File: src/rtl/alu_sequencer.sv
// Instruction-issuing front end for an external 8-bit ALU: loadable program memory,
// 4x8 register file, fetch/decode/issue FSM with write-back of the returned result.
module alu_sequencer #(
  parameter int DEPTH   = 16,
  parameter int AW      = $clog2(DEPTH),
  parameter int ALU_LAT = 1
) (
  input  logic          clk,
  input  logic          rst,
  input  logic          start,
  input  logic          prog_we,
  input  logic [AW-1:0] prog_addr,
  input  logic [15:0]   prog_wdata,
  output logic [2:0]    alu_opcode,
  output logic [7:0]    alu_a,
  output logic [7:0]    alu_b,
  output logic          alu_valid,
  input  logic [7:0]    alu_result,
  input  logic          alu_carry,
  output logic          busy,
  output logic          done,
  output logic          overrun,
  output logic          carry_flag,
  input  logic [1:0]    dbg_sel,
  output logic [7:0]    dbg_data
);

  localparam int CW = (ALU_LAT > 1) ? $clog2(ALU_LAT) : 1;

  typedef enum logic [2:0] {
    S_IDLE,
    S_FETCH,
    S_EXEC,
    S_WAIT,
    S_DONE
  } state_t;

  typedef enum logic [1:0] {
    K_ALU  = 2'b00,
    K_LDI  = 2'b01,
    K_HALT = 2'b10,
    K_NOP  = 2'b11
  } kind_t;

  state_t        state;
  logic [AW-1:0] pc;
  logic [15:0]   ir;
  logic [CW-1:0] cnt;
  logic [7:0]    rf [4];
  logic [15:0]   mem [DEPTH];

  // Instruction fields
  kind_t      kind;
  logic [1:0] rd, ra, rb;
  logic [7:0] imm8;

  assign kind = kind_t'(ir[12:11]);
  assign rd   = ir[10:9];
  assign ra   = ir[8:7];
  assign rb   = ir[6:5];
  assign imm8 = ir[7:0];

  // Instruction retires this cycle without a branch to DONE via HALT.
  logic advance;
  logic at_end;

  assign advance = ((state == S_EXEC) && ((kind == K_LDI) || (kind == K_NOP))) ||
                   ((state == S_WAIT) && (cnt == '0));
  assign at_end  = (pc == AW'(DEPTH - 1));

  assign dbg_data = rf[dbg_sel];

  // NOTE: program memory has no reset so it maps onto RAM and survives rst.
  always_ff @(posedge clk) begin
    if ((state == S_IDLE) && prog_we) mem[prog_addr] <= prog_wdata;
  end

  // NOTE: all state uses non-blocking assignments so every read sees pre-edge values.
  always_ff @(posedge clk or posedge rst) begin
    if (rst) begin
      state      <= S_IDLE;
      pc         <= '0;
      ir         <= '0;
      cnt        <= '0;
      rf         <= '{default: 8'h00};
      alu_opcode <= '0;
      alu_a      <= '0;
      alu_b      <= '0;
      alu_valid  <= 1'b0;
      busy       <= 1'b0;
      done       <= 1'b0;
      overrun    <= 1'b0;
      carry_flag <= 1'b0;
    end else begin
      done <= 1'b0;
      case (state)
        S_IDLE: begin
          if (start) begin
            pc      <= '0;
            overrun <= 1'b0;
            busy    <= 1'b1;
            state   <= S_FETCH;
          end
        end
        S_FETCH: begin
          ir    <= mem[pc];
          state <= S_EXEC;
        end
        S_EXEC: begin
          case (kind)
            K_ALU: begin
              alu_opcode <= ir[15:13];
              alu_a      <= rf[ra];
              alu_b      <= rf[rb];
              cnt        <= CW'(ALU_LAT - 1);
              alu_valid  <= 1'b1;
              state      <= S_WAIT;
            end
            K_LDI:   rf[rd] <= imm8;
            K_HALT: begin
              done  <= 1'b1;
              state <= S_DONE;
            end
            default: ;
          endcase
        end
        S_WAIT: begin
          // Only the value present on the final valid cycle is written back.
          if (cnt != '0) begin
            cnt <= cnt - CW'(1);
          end else begin
            rf[rd]     <= alu_result;
            carry_flag <= alu_carry;
            alu_valid  <= 1'b0;
          end
        end
        S_DONE: begin
          busy  <= 1'b0;
          state <= S_IDLE;
        end
        default: state <= S_IDLE;
      endcase

      if (advance) begin
        if (at_end) begin
          overrun <= 1'b1;
          done    <= 1'b1;
          state   <= S_DONE;
        end else begin
          pc    <= pc + AW'(1);
          state <= S_FETCH;
        end
      end
    end
  end

endmodule
File: config.mk
export PLATFORM = sky130hd
export DESIGN_NAME = alu_sequencer
export DESIGN_NICKNAME = d
export VERILOG_FILES = /design/src/rtl/alu_sequencer.sv
export SDC_FILE = /design/constraint.sdc
export NUM_CORES = 1
export LEC_CHECK = 0
export ABC_AREA = 1
export CAP_MARGIN = 40
export CORE_MARGIN = 8
export CORE_UTILIZATION = 60
export DETAILED_ROUTE_END_ITERATION = 6
export PLACE_DENSITY = 0.83
export REMOVE_ABC_BUFFERS = 1
export SLEW_MARGIN = 40
export SYNTH_ARGS = -nofsm -noshare
export SYNTH_HDL_FRONTEND = slang
export SYNTH_SLANG_ARGS = --single-unit
File: constraint.sdc
create_clock -name clk -period 3.2 [get_ports clk]
set_clock_uncertainty 0.1 [all_clocks]
set_input_delay 0.64 -clock clk [delete_from_list [all_inputs] [get_ports clk]]
set_output_delay 0.64 -clock clk [all_outputs]
set_load 0.005 [all_outputs]
# Word-level counts from Yosys, hierarchy flattened
# Memories as Yosys holds them, arrays and structs flattened. A register that Yosys moved wholly into a read port is not among the register bits.
# Index checks and enable logic that the tools add are counted.
# word_totals
reg_bits	64
mem_bits_rw	256
input_bits	35
output_inout_bits	32
n_memories	1
# memory_table
name	words	width	read_ports	rd_ports_with_merged_regs	write_ports	line	rtl
mem	16	16	1	1	1	50	logic [15:0] mem [DEPTH];
# classes
add_sub_neg	2
magnitude_cmp	5
eq_ne	15
muxes	43
bitwise	5
reduce_logical	17
# op_table
operator	n
$bwmux W32	2
$mux W32	2
$pmux W32 S2	1
$mux W8	7
$bmux W8 S2	3
$demux W8 S2	1
$mux W4	4
$mux W1	15
$ge A3 B3 Y1 const B	4
$not A2 Y3	4
$pmux W3 S4	1
$mux W3	3
$reduce_and A3 Y1	3
$reduce_and A2 Y1	4
$eq A3 B2 Y1 const B	2
$ne A2 B2 Y1 const B	3
$pmux W1 S2	3
$pmux W3 S2	1
$add A4 B1 Y4 const B	1
$eq A2 B2 Y1 const B	2
$eq A4 B4 Y1 const B	1
$logic_and A1 B1 Y1	4
$ne A2 B1 Y1 const B	2
$ne A4 B2 Y1 const B	1
11 further kinds	13

# Logic depth before layout (Yosys ltp)
# Gate-level depths: netlist of the first run.
# logic_depth
word_depth	8
ltp_mapped	9
depth_no_buf	8

# Worst setup path before layout of the first run
# OpenSTA, ideal clock, no wires.
# synth_path
kind	input to output
startpoint	input dbg_sel[0]
endpoint	output dbg_data[6]
t_arrival_ps	1524
slack_ps	936
path_stages	6
path_cell_list	clkbuf_1 > inv_1 > clkbuf_1 > o21ai_0 > a21oi_1 > a21oi_1
# synth_between
elab_chain_len	4
# synth_lines
item	line	rtl
start: declaration	24	input logic [1:0] dbg_sel,
$not A2 Y3 (not written as such)	71	assign dbg_data = rf[dbg_sel];
$bmux W8 S2	71	
$mux W8 (not written as such) (2 in series)	71	
end: declaration	25	output logic [7:0] dbg_data
# Every way passes these cells. The select of a mux whose other input is x is not followed.

# Worst setup path after layout of the first run
# layout_path
startpoint	input dbg_sel[0]
endpoint	output dbg_data[1]
# Same word-level chain as after synthesis.

==> results by stage, run 1 <==
Timing:
- Timing would allow up to 0.329 GHz.
- The time the worst path needs with I/O delays and setup is 3040 ps.
- The worst slew slack as a fraction of its limit is 45.5%.
- Dividing the final minimum period by the clock period gives 94.9%.
- Setup repair after global routing left no endpoint under its margin.
- The number of hold violations in the final report is 0.
- The count of final setup violators is 0.
- For the pin with the worst max-slew slack, the measured transition is 817 ps.
- The number of max-slew violations in the final report was 0.

Critical path:
- The reg-to-reg startpoint is state[0]$_DFFE_PP0P_.
- The maximum fanout along the worst path is 16.
- For the worst setup path, the data required time is 2460 ps.
- The endpoint of the worst-slack reg-to-reg timing path is mem[5][4]$_DFFE_PP_.
- The critical path launch point type is an input pin.
- The critical path is of the input pin to primary output type.
- Measured in cells, the most critical reg-to-reg path has a length of 8.
- Setup slack on the worst reg-to-reg path comes out at roughly 660 ps.
- The worst setup path is captured at a primary output.
- For the worst setup path, the data arrival time is 2300 ps.

Floorplanning:
- The count of boundary I/O pins is 67.
- The die span in y is 173 µm.
- Measured along the x axis, the die boundary spans 173 µm.
- The die covers 29,800 µm².
- The number of cell rows is 57.
- The area of the core region is 24,200 µm².
- The initial core utilization is between 60% and 70%.

Clocking:
- The number of gates resized after CTS was 0.
- Buffers inserted to repair hold after CTS numbered 0.
- CTS placed an instance of sky130_fd_sc_hd__clkbuf_16 at the clock tree root.
- TritonCTS built the clock tree.
- Counting every sink on the clock net gives 335.
- Clock-pin slew was measured on the worst setup and hold paths at around 60 ps.
- Clock latency on the worst-skew pair, taken at its later pin, is 520 ps.
- The H-tree generated during clock tree synthesis spans 2 levels.
- The clock passes through at most 3 buffers.
- Clock tree synthesis inserted a total of 34 buffers.
- The number of buffers inserted to repair setup after CTS is 0.

Synthesis:
- Yosys printed 0 warnings.
- The flip-flop and latch count after synthesis is around 340.
- The flip-flop cell with the highest count after synthesis is sky130_fd_sc_hd__edfxtp_1.
- In this run the mean area of a mapped cell was 9.90 µm².
- The number of enable flip-flop cells after synthesis is 256.
- The fraction of registers with async set or reset after synthesis is between 20% and 30%.
- The synthesized netlist contains 27 unique library cells.
- The number of cells produced by synthesis is 1,486.
- The mapped cell area is 14,700 µm².
- Sequential elements use 65.7% of the synthesized area.

Route:
- The count of nets left with antenna violations once routing finished came out at 0.
- The number of search-and-repair iterations in the first detailed-routing pass is 5.
- The post-detailed-route via-to-cell ratio is around 5.7.
- Summing over every cut layer, the via total after detailed routing is 10,900.
- The per-cell routed wire length is 18.6 µm.
- The first routing iteration left 1,317 violations.
- The wire length reported by the detailed router is 35.5 mm.
- The remaining routing DRC violations is 0.

Finish:
- The final core utilization is 70.4%.
- The antenna cell count is 0.
- The number of nets in the finished design is 1,592.
- The area growth from synthesis to final layout is 15.7%.
- The area taken by flip-flops and latches is 9670 µm².
- In the final layout, the multi-input gates occupy approximately 4000 µm².
- In the layout the commonest cells are 410 x sky130_fd_sc_hd__nand2_1, 256 x sky130_fd_sc_hd__edfxtp_1, 224 x sky130_fd_sc_hd__inv_1.
- The number of fill cells is 1,669.
- The layout cell share with drive strength beyond 1 is 8.67%.
- The area of all placed cells without fillers is around 17,000 µm².
- The library cell used most frequently in the layout, excluding fill and tap cells, is sky130_fd_sc_hd__nand2_1.

Global route:
- The first global-routing pass estimated 56.1 mm of wire.
- The number of global-route vias before repair was around 11,000.
- The leftover overflow at the end of global routing is 0.
- The overall track demand over capacity in global routing is 23.3%.
- The largest net degree at the start of global routing is 87.
- The initial antenna violation count is 0.

Placement:
- The global placement routability congestion is 0.862.
- In this run the tool buffered the top-level ports with 66 buffer cells.
- In this run the cell area measured after placement is 15,900 µm².
- The placed wire-length estimate after detailed placement is 22.0 mm.

Pwr:
- The switching fraction of total power is 35.6%.
- In this run the power spent charging and discharging nets is 5160 µW.
- The static leakage power is between 0.007 and 0.008 µW.
- Per report_power, the combinational group accounts for 31.4% of the total.
- The proportion of power drawn by flip-flops and latches is 40.4%.
- VDD sags by at most between 0.5 and 0.6 mV.
- The internal power is between 9000 and 10,000 µW.
- The share of total power dissipated in the clock network is between 20% and 30%.
- Dividing total power by cell area gives a power density of 852 nW/µm².

Job:
- The tool flagged a number of max-cap violations equal to 0.

Hold path:
- The min-delay analysis places its worst path in the category input pin to asynchronous set/reset pin.

Outcome:
- The flow ran to the end, and the final reports show no timing, DRC or antenna violations.
-- worst max path at each step --
stage	start	end	slack [ps]	depth (start not counted)
6_report	dbg_sel[0]	dbg_data[1]	160	6
2_1_floorplan	pc[0]$_DFF_PP0_	ir[0]$_DFFE_PP0P_	-2230	7
3_3_place_gp	dbg_sel[0]	dbg_data[0]	220	6
5_1_grt	dbg_sel[0]	dbg_data[1]	8	6
4_1_cts	dbg_sel[0]	dbg_data[1]	160	6
3_5_place_dp	dbg_sel[0]	dbg_data[1]	160	6
-- synth_stat cells (11+ instances only) --
| master | count | share of area, % |
|---|---|---|
| sky130_fd_sc_hd__nand2_1 | 410 | 10 |
| sky130_fd_sc_hd__edfxtp_1 | 256 | 52 |
| sky130_fd_sc_hd__inv_1 | 227 | 5.8 |
| sky130_fd_sc_hd__nand3_1 | 183 | 6.2 |
| sky130_fd_sc_hd__dfrtp_1 | 79 | 13 |
| sky130_fd_sc_hd__a21oi_1 | 76 | 2.6 |
| sky130_fd_sc_hd__nor2_1 | 60 | 1.5 |
| sky130_fd_sc_hd__clkbuf_1 | 41 | 1.0 |
| sky130_fd_sc_hd__o21ai_0 | 41 | 1.4 |
| sky130_fd_sc_hd__o21ai_1 | 21 | 0.71 |
| sky130_fd_sc_hd__buf_2 | 18 | 0.61 |
| sky130_fd_sc_hd__a31oi_1 | 16 | 0.68 |
| sky130_fd_sc_hd__o211ai_1 | 16 | 0.82 |
| sky130_fd_sc_hd__buf_1 | 11 | 0.28 |
| sky130_fd_sc_hd__o21ai_2 | 11 | 0.65 |
-- worst max-delay path: stages --
cell and delay [ps]:
sky130_fd_sc_hd__clkdlybuf4s50_1 420, sky130_fd_sc_hd__inv_1 310, sky130_fd_sc_hd__buf_4 210, sky130_fd_sc_hd__nand2_1 60, sky130_fd_sc_hd__a21oi_1 130, sky130_fd_sc_hd__clkdlybuf4s50_1 520
-- stage by stage --
stage	power, µW	setup WS [ps]	cells	TNS (ps)	hold slack [ps]
floorplan	8650	-2230	1412	-37780	355
global placement	10200	220	1843	0	365
detailed placement	10400	161	1843	0	374
CTS	14500	157	1903	0	391
global route	15300	8.14	1904	0	410
finish	14500	165	1904	0	382
-- kinds of logic (layout without fill, tap and decap cells) --
kind of cell / count (synthesis) / after routing / synth area share, %
flip-flops: 335 / 335 / 65.7
AND/OR/NAND/NOR: 663 / 663 / 19.1
AO/OA/AOI/OAI: 184 / 184 / 7.04
adder cells (fa/ha/maj): 1 / 1 / 0.0850
buffers and inverters: 303 / 397 / 8.09
-- state kept, by name, indices dropped and copies added (netlist names) --
register	flops
carry_flag	1
pc	4
alu_a	8
mem	256
busy	1
alu_b	8
ir	16
done	1
overrun	1
state	3
alu_valid	1
rf	32
alu_opcode	3
-- power by group through the flow --
| stage | combinational [µW] | clock [µW] | sequential [µW] |
|---|---|---|---|
| 2_1_floorplan | 2720 | 0 | 5930 |
| 3_3_place_gp | 4300 | 0 | 5880 |
| 3_5_place_dp | 4440 | 0 | 5910 |
| 4_1_cts | 4520 | 4120 | 5830 |
| 5_1_grt | 5080 | 4280 | 5920 |
| 6_report | 4550 | 4100 | 5860 |
-- layout make-up --
type                            count  share of cell area [%]
Clock inverter                     15                    1.25
Timing Repair Buffer              108                    6.05
Multi-Input combinational cell    848                    22.9
Clock buffer                       45                    5.54
Tap cell                          324                    2.38
Inverter                          229                    5.06
Sequential cell                   335                    56.8
-- per-layer routing --
metal  part of all wire [%]  up-vias  track usage, %
met5                      0        -               0
met4                    4.1        0            10.8
met3                    9.1      115            5.14
met2                     49      573            39.0
met1                     38     5160            28.6
li1                       -     5018               -
(Power assumes the default switching activity.)
==> run 2: changes to the inputs <==
--- a/config.mk
+++ b/config.mk
@@ -8,9 +8,9 @@
 export ABC_AREA = 1
 export CAP_MARGIN = 40
 export CORE_MARGIN = 8
-export CORE_UTILIZATION = 60
+export CORE_UTILIZATION = 65
 export DETAILED_ROUTE_END_ITERATION = 6
-export PLACE_DENSITY = 0.83
+export PLACE_DENSITY = 0.89
 export REMOVE_ABC_BUFFERS = 1
 export SLEW_MARGIN = 40
 export SYNTH_ARGS = -nofsm -noshare
==> constraint.sdc (replaced) <==
create_clock -name clk -period 3.9 [get_ports clk]
set_clock_uncertainty 0.1 [all_clocks]
set_input_delay 0.78 -clock clk [delete_from_list [all_inputs] [get_ports clk]]
set_output_delay 0.78 -clock clk [all_outputs]
set_load 0.005 [all_outputs]
==> run 2 against run 1 <==
Compared with the run above:
- the run now ends with design-rule violations left
- count of clock-buffer cells in the layout up 7
- hold slack better by 5.1 ps
- worst setup slack better by 330 ps
- sequential cell count unchanged
- die area down 7.0%
- combinational power down 18%
- first-iteration DRC count up 32%
- utilization up 4.8 points
- largest power group unchanged
==> results by stage, run 2 (synthesis gave the netlist of run 1 again) <==
Outcome:
- The run finished, with violations left.
- The final reports fail on design-rule violations.

Clocking:
- The total of hold buffers inserted after clock tree synthesis is 0 (unchanged).
- The clock tree from TritonCTS is built.
- The clock slew seen by the registers of the worst setup and hold paths is 60 ps (about the same).
- The number of buffers inserted to repair setup after CTS is 0 (unchanged).
- The number of buffers on the longest clock path came to 3 (unchanged).
- The insertion delay to the later sink of the worst-skew pair came to 520 ps (about the same).
- The number of clock sinks seen by CTS was 335 (unchanged).
- The maximum level of the CTS H-tree is 2 (unchanged).
- The number of buffers created by CTS was 35 (+2.9%).
- The cell chosen for the clock root is sky130_fd_sc_hd__clkbuf_16.
- The post-CTS resize count came to 0 (unchanged).

Job:
- The number of maximum-capacitance violations is 0 (unchanged).

Critical path:
- In this run the critical register-to-register path is launched from pc[0]$_DFF_PP0_.
- The maximum fanout along the worst path is 24 (+8).
- The worst setup path category is input pin to primary output.
- The endpoint of the most critical setup path is dbg_data[0].
- The endpoint arrival time on the critical path is 2520 ps (+220 ps).
- The count of cells along the worst register-to-register path came to 8 (unchanged).
- The endpoint of the worst-slack reg-to-reg timing path is ir[12]$_DFFE_PP0P_.
- The critical path launch point type is an input pin.
- The endpoint required time on the critical path came to 3020 ps (+560 ps).
- In this run the worst setup path begins at dbg_sel[0].
- The internal reg-to-reg setup slack is 940 ps (+280 ps).
- The worst setup path is captured at a primary output.

Global route:
- The leftover overflow at the end of global routing was 0 (unchanged).
- The overall track demand over capacity in global routing was 28.2% (+4.9 points).
- The initial antenna violation count is 1 (+1).
- The first-pass GRT wire length is 61.4 mm (+9.5%).
- The largest net degree at the start of global routing is 77 (-11%).
- The number of global-route vias before repair came to 11,400 (+6.6%).

Placement:
- The global placement routability congestion was 0.873 (+1.2%).
- The instance area after placement was 15,700 µm² (-1.2%).
- The number of buffers inserted by port buffering is 66 (unchanged).
- The placed wire-length estimate after detailed placement is 23.0 mm (+4.8%).
- The pre-CTS worst setup slack came to 516 ps (+355 ps).

Floorplanning:
- The die span in y is 166 µm (-3.6%).
- The count of boundary I/O pins is 67 (unchanged).
- The area of the core region is 22,400 µm² (-7.2%).
- The horizontal extent of the die is 166 µm (-3.6%).
- The initial core utilization is 65.6% (+4.7 points).
- The number of cell rows is 55 (-3.5%).
- The die outline area is 27,700 µm² (-7.0%).

Route:
- The remaining routing DRC violations is 2 (+2).
- The number of antenna-violating nets in the routed design is 0 (unchanged).
- The number of search-and-repair iterations in the first detailed-routing pass was 7 (+2).
- The wire length reported by the detailed router came to 39.0 mm (+9.8%).
- The per-cell routed wire length came to 21.0 µm (+13%).
- The via count is 11,300 (+4.2%).
- The post-detailed-route via-to-cell ratio is 6.10 (+6.9%).
- The initial detailed-routing violation count is 1,740 (+32%).

Timing:
- The transition time at the pin with the least slew margin came to 893 ps (+76.3 ps).
- The time the worst path needs with I/O delays and setup is approximately 3400 ps.
- The count of final setup violators came to 0 (unchanged).
- The number of hold violations in the final report is 0 (unchanged).
- The worst slew slack as a fraction of its limit is 40.3% (-5.3 points).
- The number of max-slew violations in the final report was 0 (unchanged).
- The share of the clock period used by the worst path is 87.2%.
- The highest clock rate is 0.294 GHz.
- The minimum setup slack in the final design is 499 ps (+334 ps).
- Setup repair after global routing left no endpoint under its margin.

Finish:
- The largest registers in the layout are mem (256), rf (32), ir (16).
- The number of nets in the finished design was 1,581 (-0.69%).
- Leaving out fill and tap cells, the most frequent cells in the layout are 410 x sky130_fd_sc_hd__nand2_1, 256 x sky130_fd_sc_hd__edfxtp_1, 224 x sky130_fd_sc_hd__inv_1.
- The final core utilization is 75.2% (+4.8 points).
- The area taken by flip-flops and latches came to 9670 µm² (unchanged).
- The most frequent standard cell in the layout excluding fill and tap cells is sky130_fd_sc_hd__nand2_1.
- The number of fill cells is 1,345 (-19%).
- The flip-flop count of the largest register after layout is 256 (unchanged).
- Ranked by flip-flop count, first place goes to mem.
- The area of all placed cells without fillers came to 16,900 µm² (-0.85%).
- The antenna cell count came to 0 (unchanged).
- The layout cell share with drive strength beyond 1 is 7.77% (-0.91 points).
- The area growth from synthesis to final layout is 14.7%.
- The multi-input combinational cell area is 3900 µm² (unchanged).

Pwr:
- The internal power is 7710 µW (-17%).
- The total net switching power is 4430 µW (-14%).
- The power per cell area came to 719 nW/µm² (-16%).
- The total power is 12,100 µW (-16%).
- The maximum vdd drop is 0.431 mV (-22%).
- The proportion of power drawn by flip-flops and latches is 40.5% (about the same).
- The switching fraction of total power came to 36.5% (+0.91 points).
- The clock share of power is 28.7% (+0.4 points).
- The static leakage power came to 0.00723 µW (-0.65%).
- The combinational share of power was 30.8% (-0.6 points).

Hold path:
- The kind of path behind the tightest hold check is register to register.
-- run 2: area by class of cell --
class	count	share of cell area (%)
Clock buffer	52	6.24
Clock inverter	11	0.904
Inverter	229	5.12
Multi-Input combinational cell	848	23.1
Sequential cell	335	57.3
Tap cell	285	2.11
Timing Repair Buffer	96	5.22
-- run 2: worst max-delay path, stage by stage --
cell and delay, ps:
sky130_fd_sc_hd__clkdlybuf4s50_1 480, sky130_fd_sc_hd__inv_1 250, sky130_fd_sc_hd__o21ai_0 270, sky130_fd_sc_hd__a21oi_1 60
sky130_fd_sc_hd__a21oi_1 150, sky130_fd_sc_hd__clkdlybuf4s50_1 520
-- run 2: power by group through the flow --
stage | Sequential, µW | Combinational (µW) | Clock (µW)
4_1_cts | 4890 | 3660 | 3490
3_3_place_gp | 4910 | 3370 | 0
3_5_place_dp | 4940 | 3520 | 0
6_report | 4920 | 3740 | 3490
5_1_grt | 4980 | 4080 | 3640
2_1_floorplan | 4870 | 2230 | 0
-- run 2: worst min path at each step --
stage,depth (start not counted),slack [ps],endpoint,start
3_5_place_dp,2,370,rf[16]$_DFFE_PP0P_,rf[16]$_DFFE_PP0P_
4_1_cts,2,390,rf[16]$_DFFE_PP0P_,rf[16]$_DFFE_PP0P_
3_3_place_gp,2,370,carry_flag$_DFFE_PP0P_,carry_flag$_DFFE_PP0P_
2_1_floorplan,2,350,rf[16]$_DFFE_PP0P_,rf[16]$_DFFE_PP0P_
6_report,2,390,carry_flag$_DFFE_PP0P_,carry_flag$_DFFE_PP0P_
5_1_grt,2,420,rf[16]$_DFFE_PP0P_,rf[16]$_DFFE_PP0P_
-- run 2: routing by layer --
metal | up-vias | GRT usage (%) | share of wire [%] | routed length (µm)
met5 | - | 0 | 0 | 0
met4 | 0 | 15.9 | 5.4 | 2110
met3 | 181 | 6.76 | 13 | 4870
met2 | 830 | 45.7 | 47 | 18400
met1 | 5305 | 34.5 | 35 | 13500
li1 | 5008 | - | - | -
-- run 2: through the flow --
stage | hold WS, ps | cells | TNS, ps
6_report | 387 | 1856 | 0
5_1_grt | 417 | 1856 | 0
4_1_cts | 389 | 1856 | 0
3_5_place_dp | 373 | 1793 | 0
3_3_place_gp | 366 | 1793 | 0
2_1_floorplan | 355 | 1412 | -25750
